File: config.mk
export PLATFORM = sky130hd
export DESIGN_NAME = pio_config_sequencer
export DESIGN_NICKNAME = d
export VERILOG_FILES = /design/src/rtl/pio_config_sequencer.sv
export SDC_FILE = /design/constraint.sdc
export NUM_CORES = 1
export LEC_CHECK = 0
export BUFFER_PORTS_ARGS = -buffer_cell sky130_fd_sc_hd__buf_2
export CAP_MARGIN = 20
export CORE_UTILIZATION = 26
export DETAILED_ROUTE_END_ITERATION = 7
export SLEW_MARGIN = 20
export SYNTH_ARGS = -nofsm -noshare
export SYNTH_HDL_FRONTEND = slang
export SYNTH_SLANG_ARGS = --single-unit
export TNS_END_PERCENT = 1
File: constraint.sdc
create_clock -name clk -period 4.5 [get_ports clk]
set_clock_uncertainty 0.05 [all_clocks]
set_input_delay 0.9 -clock clk [delete_from_list [all_inputs] [get_ports clk]]
set_output_delay 0.9 -clock clk [all_outputs]
set_load 0.01 [all_outputs]
File: src/rtl/pio_config_sequencer.sv
// Autonomous configuration master: streams a program from external memory into the pio,
// then programs wrap, clock divider, pins and enable for one state machine.
module pio_config_sequencer #(
   parameter int HOLD   = 2,
   parameter int NUM_SM = 4
) (
   input  logic              clk,
   input  logic              rst_n,
   input  logic              start,
   input  logic [5:0]        cfg_plen,
   input  logic [4:0]        cfg_wrap_top,
   input  logic [1:0]        cfg_mindex,
   input  logic [23:0]       cfg_div,
   input  logic [31:0]       cfg_pin_grps,
   input  logic [NUM_SM-1:0] cfg_en_mask,
   output logic [4:0]        prog_addr,
   input  logic [15:0]       prog_data,
   output logic [3:0]        action,
   output logic [4:0]        index,
   output logic [1:0]        mindex,
   output logic [31:0]       din,
   output logic              busy,
   output logic              done,
   output logic              err
);

   localparam int HW = (HOLD > 1) ? $clog2(HOLD) : 1;

   localparam logic [3:0] ACT_NONE  = 4'd0;
   localparam logic [3:0] ACT_INSTR = 4'd1;
   localparam logic [3:0] ACT_WRAP  = 4'd2;
   localparam logic [3:0] ACT_PINS  = 4'd5;
   localparam logic [3:0] ACT_EN    = 4'd6;
   localparam logic [3:0] ACT_DIV   = 4'd7;

   typedef enum logic [2:0] {
      S_IDLE, S_FETCH, S_INSTR, S_WRAP, S_DIV, S_PINS, S_EN, S_FIN
   } state_t;

   state_t            state, state_nxt;
   logic [5:0]        idx, idx_nxt, idx_inc;
   logic [HW-1:0]     hold_cnt, hold_nxt;
   logic              hold_last, reject;
   logic [5:0]        plen_q, plen_nxt;
   logic [4:0]        wrap_q, wrap_nxt;
   logic [23:0]       div_q, div_nxt;
   logic [31:0]       pins_q, pins_nxt;
   logic [NUM_SM-1:0] en_q, en_nxt;
   logic [4:0]        prog_addr_nxt, index_nxt;
   logic [3:0]        action_nxt;
   logic [1:0]        mindex_nxt;
   logic [31:0]       din_nxt;
   logic              busy_nxt, done_nxt, err_nxt;

   assign hold_last = (hold_cnt == HW'(HOLD - 1));
   assign idx_inc   = idx + 6'd1;
   assign reject    = (cfg_plen > 6'd32) ||
                      ((cfg_plen != 6'd0) && ({1'b0, cfg_wrap_top} >= cfg_plen));

   always_ff @(posedge clk or negedge rst_n) begin
      if (!rst_n) state <= S_IDLE;
      else        state <= state_nxt;
   end

   always_ff @(posedge clk or negedge rst_n) begin
      if (!rst_n) begin
         idx       <= '0;
         hold_cnt  <= '0;
         plen_q    <= '0;
         wrap_q    <= '0;
         div_q     <= '0;
         pins_q    <= '0;
         en_q      <= '0;
         prog_addr <= '0;
         action    <= '0;
         index     <= '0;
         mindex    <= '0;
         din       <= '0;
         busy      <= 1'b0;
         done      <= 1'b0;
         err       <= 1'b0;
      end else begin
         idx       <= idx_nxt;
         hold_cnt  <= hold_nxt;
         plen_q    <= plen_nxt;
         wrap_q    <= wrap_nxt;
         div_q     <= div_nxt;
         pins_q    <= pins_nxt;
         en_q      <= en_nxt;
         prog_addr <= prog_addr_nxt;
         action    <= action_nxt;
         index     <= index_nxt;
         mindex    <= mindex_nxt;
         din       <= din_nxt;
         busy      <= busy_nxt;
         done      <= done_nxt;
         err       <= err_nxt;
      end
   end

   // Outputs are loaded on the edge that enters a state, so they always describe the current state.
   // prog_data is sampled at the end of FETCH, one cycle after prog_addr was presented.
   always_comb begin
      state_nxt     = state;
      idx_nxt       = idx;
      hold_nxt      = hold_cnt;
      plen_nxt      = plen_q;
      wrap_nxt      = wrap_q;
      div_nxt       = div_q;
      pins_nxt      = pins_q;
      en_nxt        = en_q;
      prog_addr_nxt = prog_addr;
      action_nxt    = action;
      index_nxt     = index;
      mindex_nxt    = mindex;
      din_nxt       = din;
      busy_nxt      = busy;
      done_nxt      = 1'b0;
      err_nxt       = 1'b0;
      case (state)
         S_IDLE: begin
            if (start) begin
               if (reject) begin
                  err_nxt = 1'b1;
               end else begin
                  plen_nxt   = cfg_plen;
                  wrap_nxt   = cfg_wrap_top;
                  div_nxt    = cfg_div;
                  pins_nxt   = cfg_pin_grps;
                  en_nxt     = cfg_en_mask;
                  mindex_nxt = cfg_mindex;
                  busy_nxt   = 1'b1;
                  idx_nxt    = '0;
                  hold_nxt   = '0;
                  if (cfg_plen == 6'd0) begin
                     state_nxt  = S_WRAP;
                     action_nxt = ACT_WRAP;
                     index_nxt  = cfg_wrap_top;
                     din_nxt    = '0;
                  end else begin
                     state_nxt     = S_FETCH;
                     prog_addr_nxt = '0;
                     action_nxt    = ACT_NONE;
                  end
               end
            end
         end
         S_FETCH: begin
            state_nxt  = S_INSTR;
            action_nxt = ACT_INSTR;
            index_nxt  = idx[4:0];
            din_nxt    = {16'h0000, prog_data};
            hold_nxt   = '0;
         end
         S_INSTR: begin
            if (hold_last) begin
               idx_nxt  = idx_inc;
               hold_nxt = '0;
               if (idx_inc < plen_q) begin
                  state_nxt     = S_FETCH;
                  prog_addr_nxt = idx_inc[4:0];
                  action_nxt    = ACT_NONE;
               end else begin
                  state_nxt  = S_WRAP;
                  action_nxt = ACT_WRAP;
                  index_nxt  = wrap_q;
                  din_nxt    = '0;
               end
            end else begin
               hold_nxt = hold_cnt + HW'(1);
            end
         end
         S_WRAP, S_DIV, S_PINS, S_EN: begin
            if (!hold_last) begin
               hold_nxt = hold_cnt + HW'(1);
            end else begin
               hold_nxt = '0;
               case (state)
                  S_WRAP: begin
                     state_nxt  = S_DIV;
                     action_nxt = ACT_DIV;
                     din_nxt    = {8'h00, div_q};
                  end
                  S_DIV: begin
                     state_nxt  = S_PINS;
                     action_nxt = ACT_PINS;
                     din_nxt    = pins_q;
                  end
                  S_PINS: begin
                     state_nxt  = S_EN;
                     action_nxt = ACT_EN;
                     din_nxt    = '0;
                     din_nxt[NUM_SM-1:0] = en_q;
                  end
                  default: begin
                     state_nxt  = S_FIN;
                     action_nxt = ACT_NONE;
                     busy_nxt   = 1'b0;
                     done_nxt   = 1'b1;
                  end
               endcase
            end
         end
         S_FIN: state_nxt = S_IDLE;
         default: state_nxt = S_IDLE;
      endcase
   end

endmodule

==> results of run 1 <==
## per-layer routing
| layer | global-route usage | vias up | part of all wire |
|---|---|---|---|
| li1 | - | 2206 | - |
| met1 | 0.164 | 2248 | 0.46 |
| met2 | 0.218 | 111 | 0.47 |
| met3 | 0.0495 | 8 | 0.062 |
| met4 | 0.0357 | 0 | 0.0083 |
| met5 | 0 | - | 0 |
## worst paths after layout
kind | start | end
min in group asynchronous | rst_n | pins_q[1]
worst max-delay path | idx[0] | din[17]
worst min-delay path | din[9] | din[9]
worst max register to register | idx[0] | din[17]
max in group asynchronous | rst_n | din[18]
worst min register to register | din[9] | din[9]
## state kept, by name, indices dropped and copies added (netlist names)
name       cells
en_q           4
state          3
div_q         24
pins_q        32
din           32
hold_cnt       1
action         3
index          5
wrap_q         5
mindex         2
busy           1
done           1
prog_addr      5
plen_q         6
idx            6
err            1
## kinds of logic (layout without fill, tap and decap cells)
kind of cell | count (synthesis) | in the layout | share of synthesized area
adder cells (fa/ha/maj) | 11 | 11 | 0.0217
multiplexers | 154 | 154 | 0.264
buffers and inverters | 55 | 202 | 0.0358
other | 1 | 1 | 0.000592
AND/OR/NAND/NOR | 98 | 98 | 0.0715
XOR/XNOR | 4 | 4 | 0.00553
AO/OA/AOI/OAI | 86 | 86 | 0.0830
flip-flops | 131 | 131 | 0.518
## cell usage in the layout (no fill, tap or decap), drive strengths merged, types with 4 or more instances in the layout
master / instances
a21oi: 22
a221oi: 5
buf: 148
bufinv: 5
clkbuf: 21
dfrtp: 131
ha: 11
inv: 23
mux2: 99
mux2i: 55
nand2: 42
nand2b: 4
nand3: 7
nor2: 23
nor2b: 4
nor3: 4
o21ai: 26
o22ai: 19
## final cells by class
cell class	instances	area, um^2
multi-input cells	354	2840
clock buffers	21	470
clock inverters	9	178
flip-flops and latches	131	3280
repair buffers	148	777
inverters	24	90.1
well taps	319	399
fillers	2470	15600
## power breakdown
part	total, mW	switching, mW	internal (mW)
combinational	2.02	0.998	1.02
sequential	2.09	0.395	1.69
clock	1.53	0.508	1.02
total	5.63	1.90	3.73
==> load_flow_metrics.sql, run 1 <==
INSERT INTO impl_metrics (metric_group, metric, value, unit) VALUES
('place', 'io_buffer_count', '141', ''),
('floorplan', 'core_region_area', '23700', 'um^2'),
('critical_path', 'crit_top_cell', 'ha_1', ''),
('final_layout', 'antenna-diode-count', '0', ''),
('critical_path', 'timing.critical_path.fanout_max', '18', ''),
('sta', 'tightestPinTransition', '955', 'ps'),
('floorplan', 'overall_die_area', '25000', 'um^2'),
('sta', 'finalWorstPathRequiredPeriod', '3360', 'ps'),
('critical_path', 'critical_path.n_buffers_inverters', '1', ''),
('clock_network', 'cts.repair_timing.setup_buffer_count', '0', ''),
('place', 'gpl.final_weighted_congestion', '0.762', ''),
('power', 'power.ir.vdd_worst', '0.000275', 'V'),
('clock_network', 'clk_latency_worst_skew_pair', '410', 'ps'),
('worst_hold_path', 'timing.hold.worst_path_depth', '1', ''),
('yosys', 'post-synth-top-area-cell', 'dfrtp_1', ''),
('floorplan', 'fp.dieW', '158', 'um'),
('yosys', 'synth.yosys.warnings', '0', ''),
('sta', 'fin_tns_setup', '0', 'ps'),
('critical_path', 'endpoint_kind', 'flip-flop', ''),
('clock_network', 'post_cts_hold_buffer_count', '0', ''),
('clock_network', 'tritoncts', 'yes', ''),
('detailed_routing', 'routedWlPerCell', '15.2', 'um'),
('clock_network', 'cts_made_buffers', '17', ''),
('sta', 'post-route-worst-setup-slack', '1140', 'ps'),
('detailed_routing', 'antenna_left', '0', ''),
('yosys', 'synth_cells', '540', ''),
('place', 'dpl.cell_count', '976', ''),
('yosys', 'synth_most_common_cell', 'dfrtp_1', ''),
('yosys', 'synthDistinctLibCells', '46', ''),
('floorplan', 'pin_count', '143', ''),
('clock_network', 'cts-resized-gates', '0', ''),
('power', 'static_leak', '3.74', 'nW'),
('final_layout', 'drive_above_1_share', '0.373', ''),
('floorplan', 'floorplan.rows', '56', ''),
('place', 'post-place-ws', '1130', 'ps'),
('yosys', 'synth_commonest_cells', 'dfrtp_1, mux2_2, mux2i_1', ''),
('final_layout', 'post-route-util', '0.339', ''),
('sta', 'fin_worst_hold_slack', '430', 'ps'),
('detailed_routing', 'drt_first_iter_violations', '145', ''),
('yosys', 'postSynth.topFlopCell', 'dfrtp_1', ''),
('sta', 'slew_headroom', '0.364', ''),
('yosys', 'post_synth_edffs', '0', ''),
('floorplan', 'die_height', '158', 'um'),
('sta', 'hold_violations', '0', ''),
('clock_network', 'cts_htree_levels', '4', ''),
('grt', 'grt_first_pass_wirelength', '25.4', 'mm'),
('clock_network', 'cts.clk_slew.worst_paths', '60', 'ps'),
('sta', 'drv_slew', '0', ''),
('critical_path', 'path_depth', '10', ''),
('yosys', 'mapped_cell_area', '6330', 'um^2'),
('critical_path', 'worstPathCellList', 'ha_1, nand3_1, xnor2_1, ha_1, o21ai_0, o221a_2, nand3b_1, and3_2, buf_4, mux2_1', ''),
('sta', 'fmaxAchievable', '298', 'MHz'),
('critical_path', 'critical-path-slowest-cell', 'dfrtp_1', ''),
('yosys', 'ys_ff_latch', '131', ''),
('final_layout', 'post_route_non_filler_standard_cell_count', '1006', ''),
('grt', 'gr-total-overflow', '0', ''),
('detailed_routing', 'drc_errors', '0', ''),
('status', 'run_status', 'completed', ''),
('critical_path', 'startpoint_type', 'flip-flop', ''),
('yosys', 'syn_avg_cell_area', '11.7', 'um^2'),
('detailed_routing', 'via_count', '4573', ''),
('detailed_routing', 'route.final.wire_length', '15.3', 'mm'),
('critical_path', 'critical-path-top-delay-family', 'simple AND/OR/NAND/NOR gates', ''),
('clock_network', 'clk_root_buffer_cell', 'clkbuf_16', ''),
('clock_network', 'cts_sinks', '131', ''),
('place', 'place_area', '7390', 'um^2'),
('critical_path', 'cpPeakStageDelay', '550', 'ps'),
('critical_path', 'worst-endpoint-arrival', '3600', 'ps'),
('sta', 'period_share', '0.746', ''),
('yosys', 'postSynth.asyncResetShare', '1.00', ''),
('detailed_routing', 'drt-pass1-iter-count', '4', '');
Note: power is estimated with default switching activity, not from simulation.
==> run 2: changes to the inputs <==
==> constraint.sdc (replaced) <==
create_clock -name clk -period 2.82 [get_ports clk]
set_clock_uncertainty 0.05 [all_clocks]
set_input_delay 0.564 -clock clk [delete_from_list [all_inputs] [get_ports clk]]
set_output_delay 0.564 -clock clk [all_outputs]
set_load 0.01 [all_outputs]
==> load_flow_metrics.sql, run 2 (same netlist as run 1, synthesis figures left out) <==
INSERT INTO impl_metrics (metric_group, metric, value, unit) VALUES
('clock_network', 'cts.clk_slew.worst_paths', '60', 'ps'),
('clock_network', 'cts.path.max_buffers', '2', ''),
('final_layout', 'mostFrequentLayoutCell', 'buf_2', ''),
('critical_path', 'worst-endpoint-required', '3070', 'ps'),
('sta', 'period_share', '0.951', ''),
('power', 'static_leak', '3.89', 'nW'),
('power', 'total_power', '9.39', 'mW'),
('sta', 'fmaxAchievable', '373', 'MHz'),
('clock_network', 'cts_made_buffers', '17', ''),
('grt', 'grt_start_max_net_pins', '59', ''),
('sta', 'slew_headroom', '0.424', ''),
('floorplan', 'overall_die_area', '25000', 'um^2'),
('place', 'io_buffer_count', '141', ''),
('critical_path', 'critical_path.n_buffers_inverters', '2', ''),
('final_layout', 'layout-area-overhead-vs-synth', '31.2', '%'),
('detailed_routing', 'routedWlPerCell', '15.5', 'um'),
('clock_network', 'tritoncts', 'yes', ''),
('floorplan', 'die_height', '158', 'um'),
('final_layout', 'post_route_non_filler_standard_cell_count', '1031', ''),
('sta', 'tightestPinTransition', '861', 'ps'),
('place', 'gpl.final_weighted_congestion', '0.797', ''),
('critical_path', 'timing.critical_path.fanout_max', '5', ''),
('worst_hold_path', 'worstHoldPathType', 'input port to asynchronous set/reset pin', ''),
('floorplan', 'fp.dieW', '158', 'um'),
('sta', 'final-setup-viol-count', '0', ''),
('floorplan', 'pin_count', '143', ''),
('detailed_routing', 'antenna_left', '0', ''),
('status', 'run_status', 'completed', ''),
('floorplan', 'floorplan.rows', '56', ''),
('critical_path', 'worstPathCellList', 'ha_2, buf_4, xor2_2, ha_1, nand4_1, o221a_2, nand3b_1, and3_4, clkbuf_16, mux2_1', ''),
('place', 'dpl.cell_count', '994', ''),
('detailed_routing', 'drt_first_iter_violations', '168', ''),
('detailed_routing', 'drt-pass1-iter-count', '4', ''),
('place', 'dpl.hpwl', '11.1', 'mm'),
('critical_path', 'worst-endpoint-arrival', '2930', 'ps'),
('critical_path', 'critical-path-slowest-cell', 'dfrtp_2', ''),
('final_layout', 'layout.cells.most_common_list', 'buf_2, dfrtp_1, mux2_2, mux2i_1, nand2_1', ''),
('critical_path', 'criticalPathCategory', 'flip-flop to flip-flop', ''),
('sta', 'hold_violations', '0', ''),
('floorplan', 'core_region_area', '23700', 'um^2'),
('grt', 'grt_pass1_vias', '4747', ''),
('grt', 'grt_use_total', '0.134', ''),
('clock_network', 'post_cts_hold_buffer_count', '0', ''),
('detailed_routing', 'via_count', '4634', ''),
('power', 'power.ir.vdd_worst', '0.000413', 'V'),
('grt', 'grt_antenna_before_repair', '2', ''),
('critical_path', 'cpPeakStageDelay', '430', 'ps'),
('run', 'max-cap-violations', '0', ''),
('sta', 'finalWorstPathRequiredPeriod', '2680', 'ps'),
('sta', 'grt_setup_unrepaired', 'false', ''),
('clock_network', 'clk_latency_worst_skew_pair', '430', 'ps'),
('critical_path', 'critical-path-top-delay-family', 'simple AND/OR/NAND/NOR gates', ''),
('grt', 'grt_first_pass_wirelength', '25.3', 'mm'),
('sta', 'drv_slew', '0', ''),
('detailed_routing', 'drc_errors', '0', ''),
('final_layout', 'drive_above_1_share', '0.403', ''),
('final_layout', 'biggest_regs', 'din: 32 flops, pins_q: 32 flops, div_q: 24 flops', ''),
('final_layout', 'nets', '802', ''),
('critical_path', 'endpoint_kind', 'flip-flop', ''),
('power', 'power_per_cell_area', '1130', 'nW/um^2'),
('clock_network', 'cts_htree_levels', '4', ''),
('grt', 'gr-total-overflow', '0', ''),
('critical_path', 'startpoint_type', 'flip-flop', ''),
('detailed_routing', 'routed_via_density', '4.49', ''),
('detailed_routing', 'route.final.wire_length', '16.0', 'mm'),
('floorplan', 'initial_utilization', '0.267', ''),
('clock_network', 'clk_root_buffer_cell', 'clkbuf_16', ''),
('final_layout', 'antenna-diode-count', '0', ''),
('clock_network', 'cts_sinks', '131', '');
==> run 2: area by class of cell <==
type / instances / area, um^2
clock buffers: 18 / 429
clock inverters: 14 / 190
fillers: 2432 / 15400
inverters: 24 / 90.1
multi-input cells: 354 / 2870
flip-flops and latches: 131 / 3280
well taps: 319 / 399
repair buffers: 171 / 1050
==> run 2: metrics by stage <==
stage / area, um^2 / TNS, ps / util / hold slack [ps] / setup WS (ps)
after global routing: 8310 / 0 / 0.351 / 123 / 5.15
after CTS: 8190 / 0 / 0.346 / 94.8 / 82.5
after floorplan: 6330 / 0 / - / 218 / 121
after detailed placement: 7570 / -190 / 0.320 / 424 / -58.7
after global placement: 7570 / -94.8 / 0.320 / 414 / -32.6
final: 8310 / 0 / 0.351 / 97.3 / 138
==> run 2: metal layers <==
metal	GRT usage	routed length (um)	up-vias
li1	-	-	2247
met1	0.165	7250	2286
met2	0.222	7710	88
met3	0.0498	903	11
met4	0.0288	108	2
met5	0	10	-
==> run 2: what timing repair did <==
action / CTS / global route
hold endpoints to repair: 0 / 0
endpoints found under the setup margin: 0 / 30
buffers inserted: 0 / 2
resized for setup: 0 / 10
==> run 2: worst register-to-register path, cell delays in order (launching register included) <==
cell and delay (ps):
dfrtp_2 430, ha_2 210, buf_4 150, xor2_2 160, ha_1 280, nand4_1 90, o221a_2 270, nand3b_1 120
and3_4 310, clkbuf_16 190, mux2_1 320
==> run 2: final timing paths <==
path | from | end | slack, ps | cells past startpoint
hold / removal | rst_n | pins_q[1] | 100 | 1
max in group asynchronous | rst_n | idx[1] | 1940 | 2
setup / recovery | idx[1] | din[1] | 140 | 10
setup reg to reg | idx[1] | din[1] | 140 | 10
min in group clk | cfg_pin_grps[11] | pins_q[11] | 310 | 2
hold reg to reg | din[17] | din[17] | 430 | 1
==> run 2: report_power, final <==
part	internal, mW	switching (mW)	total (mW)
registers	2.70	0.496	3.20
logic	2.00	1.84	3.84
clock network	1.42	0.928	2.35
total	6.12	3.27	9.39
